`src/rtl/nexys4_btn_debounce.sv`:
```
// Six-channel button synchronizer/debouncer feeding the KCPSM6 db_btns input.
// Define DB_PRESS_PULSE_EN to enable the registered one-cycle db_press pulses.
module nexys4_btn_debounce #(
  parameter int unsigned DB_CYCLES   = 500_000,
  parameter int unsigned CNT_W       = 20,
  parameter logic [5:0]  INVERT_MASK = 6'b000001
) (
  input  logic       clk,
  input  logic       reset,
  input  logic [5:0] pbtn_raw,
  output logic [5:0] db_btns,
  output logic [5:0] db_press
);

  localparam logic [CNT_W-1:0] CNT_LAST = CNT_W'(DB_CYCLES - 1);

  typedef enum logic {
    STABLE  = 1'b0,
    PENDING = 1'b1
  } st_e;

  logic [5:0]       sync1_q, sync2_q;
  logic [5:0]       sync1_d;
  logic [5:0]       db_q, db_d;
  logic [CNT_W-1:0] cnt_q [6];
  logic [CNT_W-1:0] cnt_d [6];
  st_e              st    [6];

  assign sync1_d = pbtn_raw ^ INVERT_MASK;

  always_ff @(posedge clk) begin
    if (reset) begin
      sync1_q <= '0;
      sync2_q <= '0;
      db_q    <= '0;
      for (int i = 0; i < 6; i++) cnt_q[i] <= '0;
    end else begin
      sync1_q <= sync1_d;
      sync2_q <= sync1_q;
      db_q    <= db_d;
      for (int i = 0; i < 6; i++) cnt_q[i] <= cnt_d[i];
    end
  end

  // State is implied by db vs sync2; cnt is 0 whenever STABLE.
  always_comb begin
    for (int i = 0; i < 6; i++) begin
      st[i] = (sync2_q[i] != db_q[i]) ? PENDING : STABLE;
    end
  end

  always_comb begin
    db_d = db_q;
    for (int i = 0; i < 6; i++) begin
      cnt_d[i] = '0;
      unique case (st[i])
        STABLE: cnt_d[i] = '0;
        PENDING: begin
          if (cnt_q[i] == CNT_LAST) begin
            db_d[i] = ~db_q[i];
          end else begin
            cnt_d[i] = cnt_q[i] + CNT_W'(1);
          end
        end
        default: cnt_d[i] = '0;
      endcase
    end
  end

  assign db_btns = db_q;

`ifdef DB_PRESS_PULSE_EN
  logic [5:0] press_q, press_d;

  always_comb begin
    press_d = db_d & ~db_q;
  end

  always_ff @(posedge clk) begin
    if (reset) press_q <= '0;
    else       press_q <= press_d;
  end

  assign db_press = press_q;
`else
  assign db_press = 6'b0;
`endif

endmodule

```
`config.mk`:
```
export PLATFORM = sky130hd
export DESIGN_NAME = nexys4_btn_debounce
export DESIGN_NICKNAME = d
export VERILOG_FILES = /design/src/rtl/nexys4_btn_debounce.sv
export SDC_FILE = /design/constraint.sdc
export NUM_CORES = 1
export LEC_CHECK = 0
export CAP_MARGIN = 0
export CORE_MARGIN = 4
export CORE_UTILIZATION = 30
export CTS_BUF_LIST = sky130_fd_sc_hd__clkbuf_2 sky130_fd_sc_hd__clkbuf_4 sky130_fd_sc_hd__clkbuf_8
export DETAILED_ROUTE_END_ITERATION = 12
export MAX_ROUTING_LAYER = met4
export PLACE_DENSITY = 0.53
export SETUP_SLACK_MARGIN = 0.1
export SYNTH_ARGS = -nofsm -noshare
export SYNTH_HDL_FRONTEND = slang
export SYNTH_SLANG_ARGS = --single-unit
export TNS_END_PERCENT = 30
```
`constraint.sdc`:
```
create_clock -name clk -period 5.51 [get_ports clk]
set_input_delay 1.102 -clock clk [delete_from_list [all_inputs] [get_ports clk]]
set_output_delay 1.102 -clock clk [all_outputs]
set_load 0.02 [all_outputs]
```
# Yosys cells after proc, flatten, opt, wreduce, memory -nomap -nowiden
# Memory sizes are Yosys's and may differ from the RTL's.
# Index checks and enable logic that the tools add are counted.
[op_classes]
add_sub_neg = 6
n_eq_ne = 12
muxes = 27
bitwise = 19
n_reduce_logical = 6
[op_table]
columns = ["cell", "n"]
rows = [
  ["20-bit two-way mux", 12],
  ["20-bit case mux with 2 select lines", 6],
  ["20-bit by 1-bit adder with 20-bit output (second input constant)", 6],
  ["20-bit by 19-bit == test with 1-bit output (second input constant)", 6],
  ["1-bit inverter", 13],
  ["2-bit AND reduction", 6],
  ["1-bit two-way mux", 9],
  ["1-bit != test", 6],
  ["1-bit bitwise OR", 6],
]
[totals]
register_bits = 18
ramBits = 120
input_bits = 8
elab_cells = 79
n_memories = 1
[memory_table]
columns = ["memory", "depth", "word_bits", "read_ports", "rd_ports_with_merged_regs", "wr", "line", "text"]
rows = [
  ["cnt_q", 6, 20, 6, 0, 6, "25", "logic [CNT_W-1:0] cnt_q [6];"],
]

# Longest topological paths before layout
[logic_depth]
ltp_word = 5
mapped_depth = 7
mapped_depth_nobuf = 5

# Worst setup path before layout
# No wires, ideal clock.
[synth_path]
path_type = "reg2reg"
start = "mem cnt_q[3][0]"
end = "mem cnt_q[3][10]"
arrival_ps = 1850
t_required_ps = 5393
setup_slack_ps = 3543
stages_incl_launch_ff = 7
path_buffers = 1
cell_sequence = "dfxtp_1 -> ha_1 -> nand3_1 -> or4_1 -> o21ai_2 -> buf_2 -> nor2_1"
[synth_rtl]
columns = ["item", "line"]
rows = [
  ["start, declared", "25"],
]

# Worst setup path after layout
[layout_path]
start = "reg db_q[5] (netlist: db_btns[5])"
end = "out db_btns[5]"
[layout_rtl]
columns = ["item", "line", "text"]
rows = [
  ["start, declared", "24", "logic [5:0] db_q, db_d;"],
  ["start signal, assigned", "35", "db_q <= '0;"],
  ["start signal, assigned", "40", "db_q <= db_d;"],
  ["end, declared", "11", "output logic [5:0] db_btns,"],
]
# No word-level cell between the ends.

==> summary.md <==
| Metric | Value |
|---|---|
| Outcome | complete, no violations |
| Syn Area/Cell | 8.75 um^2 |
| Synth Instances | 691 |
| DRT antenna net count | 0 |
| Most area-hungry cell type in the Yosys netlist | dfxtp_1 |
| Min cycle time layout | 2.59 ns |
| Number of port buffers | 13 |
| # resized after CTS | 0 |
| Register area share after synthesis | 45.7% |
| Clk_lat worst skew | 0.43 ns |
| CTS tree | done |
| CP bufs+invs | 1 |
| MaxCap Viol Count | 0 |
| Post-synth EDFFs | 0 |
| CP required | 4.41 ns |
| Unrepaired setup endpoints after global routing | no |
| Initial core utilization | 30.8% |
| FF+latch count, synth | 138 |
| Routed via count | 4651 |
| Largest net degree at the start of global routing | 27 |
| Asr flop ratio synth | 0% |
| Crit path DAT | 1.49 ns |
| Fin. Hold Viols | 0 |
| FILL cells | 2051 |
| Post-synth top area share | 45.7% |
| Hold-fix buffers, CTS | 0 |
| Hold Crit Class | reg2reg |
| Ys Warns | 0 |
| Slew HR | 47.3% |
| Total wire length after detailed routing | 11300 um |
| GRT Total Usage | 11.1% |
| # H-tree levels | 4 |
| Final GP Congestion | 0.756 |
| CP Class | reg2out |
| Ys flop type | dfxtp_1 |
| CP cell instances | clkdlybuf4s50_1 |
| Die extent in y | 150 um |
| Synth cell types | 40 |
| DRC Markers | 0 |
| Setup Viol. Count Final | 0 |
| Maximum VDD drop | 0.173 mV |
| Vias in the first global route | 4435 |
| Commonest non-fill, non-tap cell in the layout | dfxtp_1 |
| Setup TNS | 0 ns |
| Clk slew on worst S/H paths | 0.07 ns |
| FMAX | 0.386 GHz |
| Die ar. | 22500 um^2 |
| Final #Nets | 721 |
| CP startpoint kind | register |
| Io pins | 20 |
| CP Max Fanout | 3 |
| Synthesized area | 6040 um^2 |
| Most frequent cells in the layout | 138 x dfxtp_1, 102 x nor2_1, 44 x xnor2_1 |
| Rows | 51 |
| First-pass GRT wire length | 20200 um |
| CTS Buf Count | 17 |
| Drt initial violations | 194 |
| Diodes inserted | 0 |
| Power Density | 298 nW/um^2 |
| Core box area | 19700 um^2 |
| Post CTS Setup Buffer Count | 0 |
| Pleak | 2.06 nW |
| Final HPWL DP | 7580 um |
| CP top delay family | buffers and inverters |
| Initial antenna violation count | 0 |
| Delay of the slowest cell on the worst path | 0.64 ns |
| Syn-to-layout area delta | 14.6% |
| GRT Residual Overflow | 0 |
| Critical-path top delay cell | clkdlybuf4s50_1 |
| TritonCTS Sinks | 138 |
| Max Buffers Root-to-Sink | 2 |
| Clock Tree Root | clkbuf_8 |
| Critical path endpoint category | primary output |
| Fin crit share | 47.1% |
| Drt first pass iters | 4 |
| WL/cell | 11.5 um |
| Skew final | 0.0119 ns |
| Die Span X | 150 um |
| Slew Limit Fails | 0 |
| Synth area leaders | dfxtp_1 46%, xnor2_1 6.4%, nor2_1 6.3%, xor2_1 5.5%, nand4_1 3.6% |
| Least-Margin Pin Slew | 0.791 ns |
| Ratio of cells with drive above 1 in the final layout | 6.25% |
| Via density | 4.72 |
| Final Total Pwr | 0.00207 W |
## cell type report
class | instances | area (um^2) | area share, %
multi-input combinational | 508 | 3070 | 44.2
sequential | 138 | 2760 | 39.9
tap | 265 | 332 | 4.79
clock buffer | 20 | 269 | 3.88
clock inverter | 12 | 243 | 3.50
timing repair buffer | 18 | 168 | 2.42
inverter | 24 | 90.1 | 1.30
## power by group
part           internal, W  switching [W]   total, W
Sequential         0.00100     0.00000293    0.00101
Clock             0.000658       0.000375    0.00103
Combinational    0.0000107      0.0000172  0.0000279
Total              0.00167       0.000395    0.00207
## routing by layer
metal	routed length [um]	vias up	share of wire (%)	GRT usage (%)
met4	110	0	0.97	3.16
li1	-	2456	-	-
met5	0	-	0	-
met2	4900	51	43	16.5
met1	5840	2135	52	14.3
met3	468	9	4.1	3.91
## Yosys cell counts, types with 21 or more instances
| library cell | n |
|---|---|
| nor2_1 | 102 |
| or3_1 | 30 |
| xnor2_1 | 44 |
| a21oi_1 | 37 |
| nand3_1 | 38 |
| nand2_1 | 31 |
| o21ai_0 | 30 |
| dfxtp_1 | 138 |
| or4_1 | 21 |
| inv_1 | 24 |
| xor2_1 | 38 |
| nand4_1 | 35 |
## kinds of logic (layout without fill, tap and decap cells)
family	after synthesis	in the layout	share of synthesized area, %
AOI/OAI and AO/OA	82	82	7.56
xor gates and xnor gates	82	82	11.9
adders and majority gates	6	6	1.24
buffers and inverters	50	74	3.89
DFF	138	138	45.7
other	1	6	0.0620
and+or+nand+nor	332	332	29.7
## flip-flops by register name (all words and copies together) (netlist names)
| signal | flops |
|---|---|
| cnt_q | 120 |
| sync1_q | 6 |
| db_btns | 6 |
| sync2_q | 6 |
## final timing paths
check | startpoint | end | slack (ns) | cells past startpoint
worst min register to register | sync1_q[3]$_SDFF_PP0_ | sync2_q[3]$_SDFF_PP0_ | 0.44 | 1
worst max-delay path | db_btns[5]$_SDFFE_PP0P_ | db_btns[5] | 2.92 | 1
worst min-delay path | sync1_q[3]$_SDFF_PP0_ | sync2_q[3]$_SDFF_PP0_ | 0.44 | 1
worst max register to register | cnt_q[3][0]$_SDFF_PP0_ | cnt_q[3][7]$_SDFF_PP0_ | 3.17 | 5
## per-stage QoR
stage	hold WS, ns	setup slack, ns	util, %	cell area (um^2)	cells
finish	0.441	2.92	35.3	6930	985
global route	0.461	2.82	35.3	6930	985
CTS	0.444	2.86	35.3	6930	985
detailed placement	0.428	2.75	32.7	6420	953
global placement	0.417	2.75	32.7	6420	953
floorplan	0.414	3.54	-	6060	696
No activity file was read; power rests on OpenSTA's default activity.
==> variant 1: new RTL, config.mk and constraints unchanged <==
The parameter `CNT_W` goes from 20 to 16.
--- a/src/rtl/nexys4_btn_debounce.sv
+++ b/src/rtl/nexys4_btn_debounce.sv
@@ -2,7 +2,7 @@
 // Define DB_PRESS_PULSE_EN to enable the registered one-cycle db_press pulses.
 module nexys4_btn_debounce #(
   parameter int unsigned DB_CYCLES   = 500_000,
-  parameter int unsigned CNT_W       = 20,
+  parameter int unsigned CNT_W       = 16,
   parameter logic [5:0]  INVERT_MASK = 6'b000001
 ) (
   input  logic       clk,
Check against the original RTL: same outputs for any inputs over 10 cycles, from zero or initial values and one cycle with reset high; that may be too few to reach the edited logic, so the function may still have changed.
==> variant 1 against the original RTL <==
Sequential cell count fell by 24; design area shrank 19%; synthesized cell count decreased by 21%; total power is 20% lower; setup slack improved by 20 ps; area after synthesis fell by 19%; routed wire length fell by 21%.
==> variant 1: results (changes against the original RTL) <==
* Outcome: finished clean
* Relative slew margins at 39.42% (-7.9 points)
* Global route overflow at 0 (unchanged)
* Ys flop type: dfxtp_1
* Yosys Warn Count at 0 (unchanged)
* Net switching power of the design at 0.3418 mW (-14%)
* Clock Root Buffer: clkbuf_8
* Post-synthesis sequential area ratio at 46.39% (+0.68 points)
* Critical path's top delay family: buffers and inverters
* Num CTS Buffers at 17 (unchanged)
* Number of global-route vias before repair at 3,480 (-22%)
* Post-cts gate resize count at 0 (unchanged)
* PortBufs at 13 (unchanged)
* Clock Latency Late Sink at 420 ps
* Largest net degree at the start of global routing at 27 (unchanged)
* H-tree level count at 4 (unchanged)
* Top reg by flops: cnt_q
* FFs w/ async S/R, synth at 0% (unchanged)
* Post-DP HPWL at 6217 µm (-18%)
* Routability congestion estimate at 0.8008 (+5.9%)
* Initial drt markers at 180 (-7.2%)
* Clock slew at reported path FFs at 60 ps
* Critical path peak fanout at 3 (unchanged)
* Leak at 1.725 nW (-16%)
* CTS Buffer Depth at 2 (unchanged)
* Routed Wire Length at 8943 µm (-21%)
* Post-synthesis cell type count at 39 (-2.5%)
* Finished Layout Cells at 793 (-19%)
* Slowest cell on crit path: clkdlybuf4s50_1
* Synth area leaders: dfxtp_1 (46%), xnor2_1 (10%), nor2_1 (7.6%)
* GRT Total Usage at 10.95% (-0.13 points)
* Placed Area at 5223 µm² (-19%)
* Syn Inst Count at 545 (-21%)
* Ratio of cells with drive above 1 in the final layout at 7.452% (+1.2 points)
* Antenna diodes at 0 (unchanged)
* Arr. time, crit path at 1470 ps (-20 ps)
* Post-CTS Setup Bufs at 0 (unchanged)
* Initial antenna violation count at 0 (unchanged)
* Largest register FFs at 96 (-20%)
* Top post-synthesis cells by count: dfxtp_1 (114), nor2_1 (99), xnor2_1 (58), nand4_1 (36), nand3_1 (31)
* Skew final at 9.939 ps (-1.995 ps)
* DRT Pass-1 Iters at 5 (+1)
* Vias/cell at 4.618 (-2.2%)
* Nets at 578 (-20%)
* Largest stage delay, worst path at 640 ps (about the same)
* Peak supply drop at 0.0001442 V (-16%)
* Global-route wire length before repair at 15,880 µm (-21%)
* Placed Instances at 761 (-20%)
## variant 1: final cells by class
class / count / area (µm²)
Timing Repair Buffer: 14 / 137.6
Clock inverter: 11 / 135.1
Inverter: 13 / 48.80
Multi-Input combinational cell: 404 / 2484
Clock buffer: 21 / 276.5
Sequential cell: 114 / 2282
Fill cell: 1684 / 10370
Tap cell: 216 / 270.3
## variant 1: through the flow
step / hold WS [ps] / setup slack (ps) / util (%)
3_5_place_dp: 424.8 / 2668 / 32.64
4_1_cts: 442.7 / 2883 / 35.21
3_3_place_gp: 416.9 / 2709 / 32.64
5_1_grt: 460.0 / 2859 / 35.21
2_1_floorplan: 413.8 / 3346 / -
6_report: 436.8 / 2936 / 35.21
## variant 1: worst paths after layout
kind | startpoint | to | slack, ps | depth (start not counted)
worst min register to register | sync1_q[4]$_SDFF_PP0_ | sync2_q[4]$_SDFF_PP0_ | 440 | 1
worst max register to register | cnt_q[4][0]$_SDFF_PP0_ | cnt_q[4][10]$_SDFF_PP0_ | 3180 | 5
worst max-delay path | db_btns[0]$_SDFFE_PP0P_ | db_btns[0] | 2940 | 1
worst min-delay path | sync1_q[4]$_SDFF_PP0_ | sync2_q[4]$_SDFF_PP0_ | 440 | 1
## variant 1: power by group through the flow
stage                     Sequential (mW)  Combinational [mW]  Clock (mW)
after floorplan                     0.850              0.0213           0
after global placement              0.851              0.0249           0
after detailed placement            0.851              0.0253           0
after CTS                           0.832              0.0253       0.832
after global routing                0.832              0.0278       0.872
final                               0.832              0.0246       0.800
## variant 1: cell families (layout without fill, tap and decap cells)
logic type / Yosys count / in the layout / synth area share (%)
simple gates: 292 / 292 / 30.98
flops: 114 / 114 / 46.39
xor+xnor: 86 / 86 / 15.31
buf+inv: 32 / 59 / 3.510
compound gates: 8 / 8 / 0.9917
fa+ha+maj: 6 / 6 / 1.526
mux: 6 / 6 / 1.221
other cells: 1 / 6 / 0.07622
## variant 1: layer usage
metal	global-route usage, %	part of all wire, %
met4	5.319	2.0
met3	3.146	2.8
met2	16.51	45
met5	-	0
met1	13.46	50
==> variant 2: new RTL, same flow settings <==
Made on the original files. Register the input `pbtn_raw` before use. The logic sees it one clock later.
--- a/src/rtl/nexys4_btn_debounce.sv
+++ b/src/rtl/nexys4_btn_debounce.sv
@@ -19,6 +19,12 @@
     PENDING = 1'b1
   } st_e;
 
+  logic [5:0] pbtn_raw_q;
+
+  always_ff @(posedge clk) begin
+    pbtn_raw_q <= pbtn_raw;
+  end
+
   logic [5:0]       sync1_q, sync2_q;
   logic [5:0]       sync1_d;
   logic [5:0]       db_q, db_d;
@@ -26,7 +32,7 @@
   logic [CNT_W-1:0] cnt_d [6];
   st_e              st    [6];
 
-  assign sync1_d = pbtn_raw ^ INVERT_MASK;
+  assign sync1_d = pbtn_raw_q ^ INVERT_MASK;
 
   always_ff @(posedge clk) begin
     if (reset) begin
Function: same outputs for any inputs over 10 cycles, from zero or initial values and one cycle with reset high; that may be too few to reach the edited logic, so the function may still have changed.
==> variant 2 against the original RTL <==
Design area barely moved; area after synthesis up 1.6%; setup slack got worse by 3.4 ps; routed wire length shrank 1.6%; non-clock buffer count is 1 higher; total power fell by 8.0%; critical path depth unchanged; sequential cell count increased by 6; largest cell class unchanged; largest power group is now sequential cells.
==> variant 2: results (changes against the original RTL) <==
* Outcome: finished clean
* Clock slew at reported path FFs at 70 ps (about the same)
* Post-DP HPWL at 7480 µm (-1.3%)
* Clock Root Buffer: clkbuf_8
* Post-cts gate resize count at 0 (unchanged)
* Peak supply drop at 0.0001380 V (-20%)
* PortBufs at 13 (unchanged)
* Nets at 726 (+0.69%)
* Post-Synth XOR/XNOR Area at 11.70% (-0.18 points)
* Final setup TNS at 0 ps (unchanged)
* Yosys Warn Count at 0 (unchanged)
* Leak at 2.039 nW (-1.0%)
* Number of global-route vias before repair at 4,376 (-1.3%)
* Ratio of cells with drive above 1 in the final layout at 7.182% (+0.93 points)
* Skew final at 6.992 ps (-4.942 ps)
* MaxCap Viol Count at 0 (unchanged)
* HP Class: flop to flop
* Post-synthesis sequential area ratio at 46.96% (+1.3 points)
* Post-synthesis cell type count at 43 (+7.5%)
* FFs w/ async S/R, synth at 0% (unchanged)
* Slowest cell on crit path: clkdlybuf4s50_1
* Global-route wire length before repair at 20,070 µm (-0.65%)
* Compound-Gate Fraction of Synth Area at 7.460% (-0.095 points)
* Routability congestion estimate at 0.7265 (-3.9%)
* Arr. time, crit path at 1500 ps
* Antenna diodes at 0 (unchanged)
* Initial drt markers at 153 (-21%)
* Post-CTS Setup Bufs at 0 (unchanged)
* Worst-Margin Slew at 653.8 ps (-136.8 ps)
* Placed Instances at 963 (+1.0%)
* Num CTS Buffers at 17 (unchanged)
* Critical path's top delay family: buffers and inverters
* FF+latch area at 2883 µm² (+4.3%)
* Routed Wire Length at 11,150 µm (-1.6%)
* Post-synthesis mux area share at 0.1631% (+0.16 points)
* DRT Pass-1 Iters at 4 (unchanged)
* Vias/cell at 4.639 (-1.8%)
* Largest net degree at the start of global routing at 26 (-3.7%)
* Placed Area at 6539 µm² (+1.9%)
* Syn Inst Count at 694 (+0.43%)
* H-tree level count at 4 (unchanged)
* Synth area leaders: dfxtp_1 (47%), nor2_1 (6.4%), xnor2_1 (6.0%)
* Top post-synthesis cells by count: dfxtp_1 (144), nor2_1 (104), xnor2_1 (42), xor2_1 (40), nand4_1 (38)
* Placement Setup Slack at 2704 ps (-45.51 ps)
* CTS Buffer Depth at 2 (unchanged)
* Vias at 4,611 (-0.86%)
* Post-Synth Adder-Cell Area at 1.223% (-0.019 points)
* Fill cell count at 2,126 (+3.7%)
* Top reg by flops: cnt_q
* Largest stage delay, worst path at 640 ps (about the same)
* Clock Latency Late Sink at 440 ps
* GRT Total Usage at 11.05% (-0.026 points)
==> variant 2: layer usage <==
layer / wire length (µm) / global-route usage (%)
met3: 411 / 3.621
met4: 144 / 3.672
met1: 5998 / 15.01
met2: 4590 / 15.47
met5: 0 / -
==> variant 2: cell families (layout without fill, tap and decap cells) <==
kind of cell             Yosys count  after routing
AO/OA/AOI/OAI                     80             80
XOR/XNOR                          82             82
adder cells (fa/ha/maj)            6              6
buffers and inverters             49             74
flip-flops                       144            144
multiplexers                       1              1
other                              1              6
AND/OR/NAND/NOR                  331            331
==> variant 2: power breakdown <==
| part | internal [mW] | total, mW | switching, mW |
|---|---|---|---|
| combinational | 0.0112 | 0.0275 | 0.0163 |
| clock | 0.447 | 0.823 | 0.376 |
| sequential | 1.05 | 1.05 | 0.00386 |
| total | 1.51 | 1.90 | 0.396 |
==> variant 2: final timing paths <==
check | start | endpoint | slack [ps] | depth (start not counted)
worst max-delay path | db_btns[3]$_SDFFE_PP0P_ | db_btns[3] | 2910 | 1
worst min-delay path | pbtn_raw_q[0]$_DFF_P_ | sync1_q[0]$_SDFF_PP0_ | 390 | 1
worst max register to register | cnt_q[4][8]$_SDFF_PP0_ | cnt_q[4][3]$_SDFF_PP0_ | 3450 | 5
worst min register to register | pbtn_raw_q[0]$_DFF_P_ | sync1_q[0]$_SDFF_PP0_ | 390 | 1
==> variant 2: final cells by class <==
type                    instances  area share [%]
well taps                     270           4.872
clock inverters                 4          0.7037
inverters                      24           1.299
flip-flops and latches        144           41.57
multi-input cells             506           44.03
clock buffers                  27           4.998
repair buffers                 19           2.526
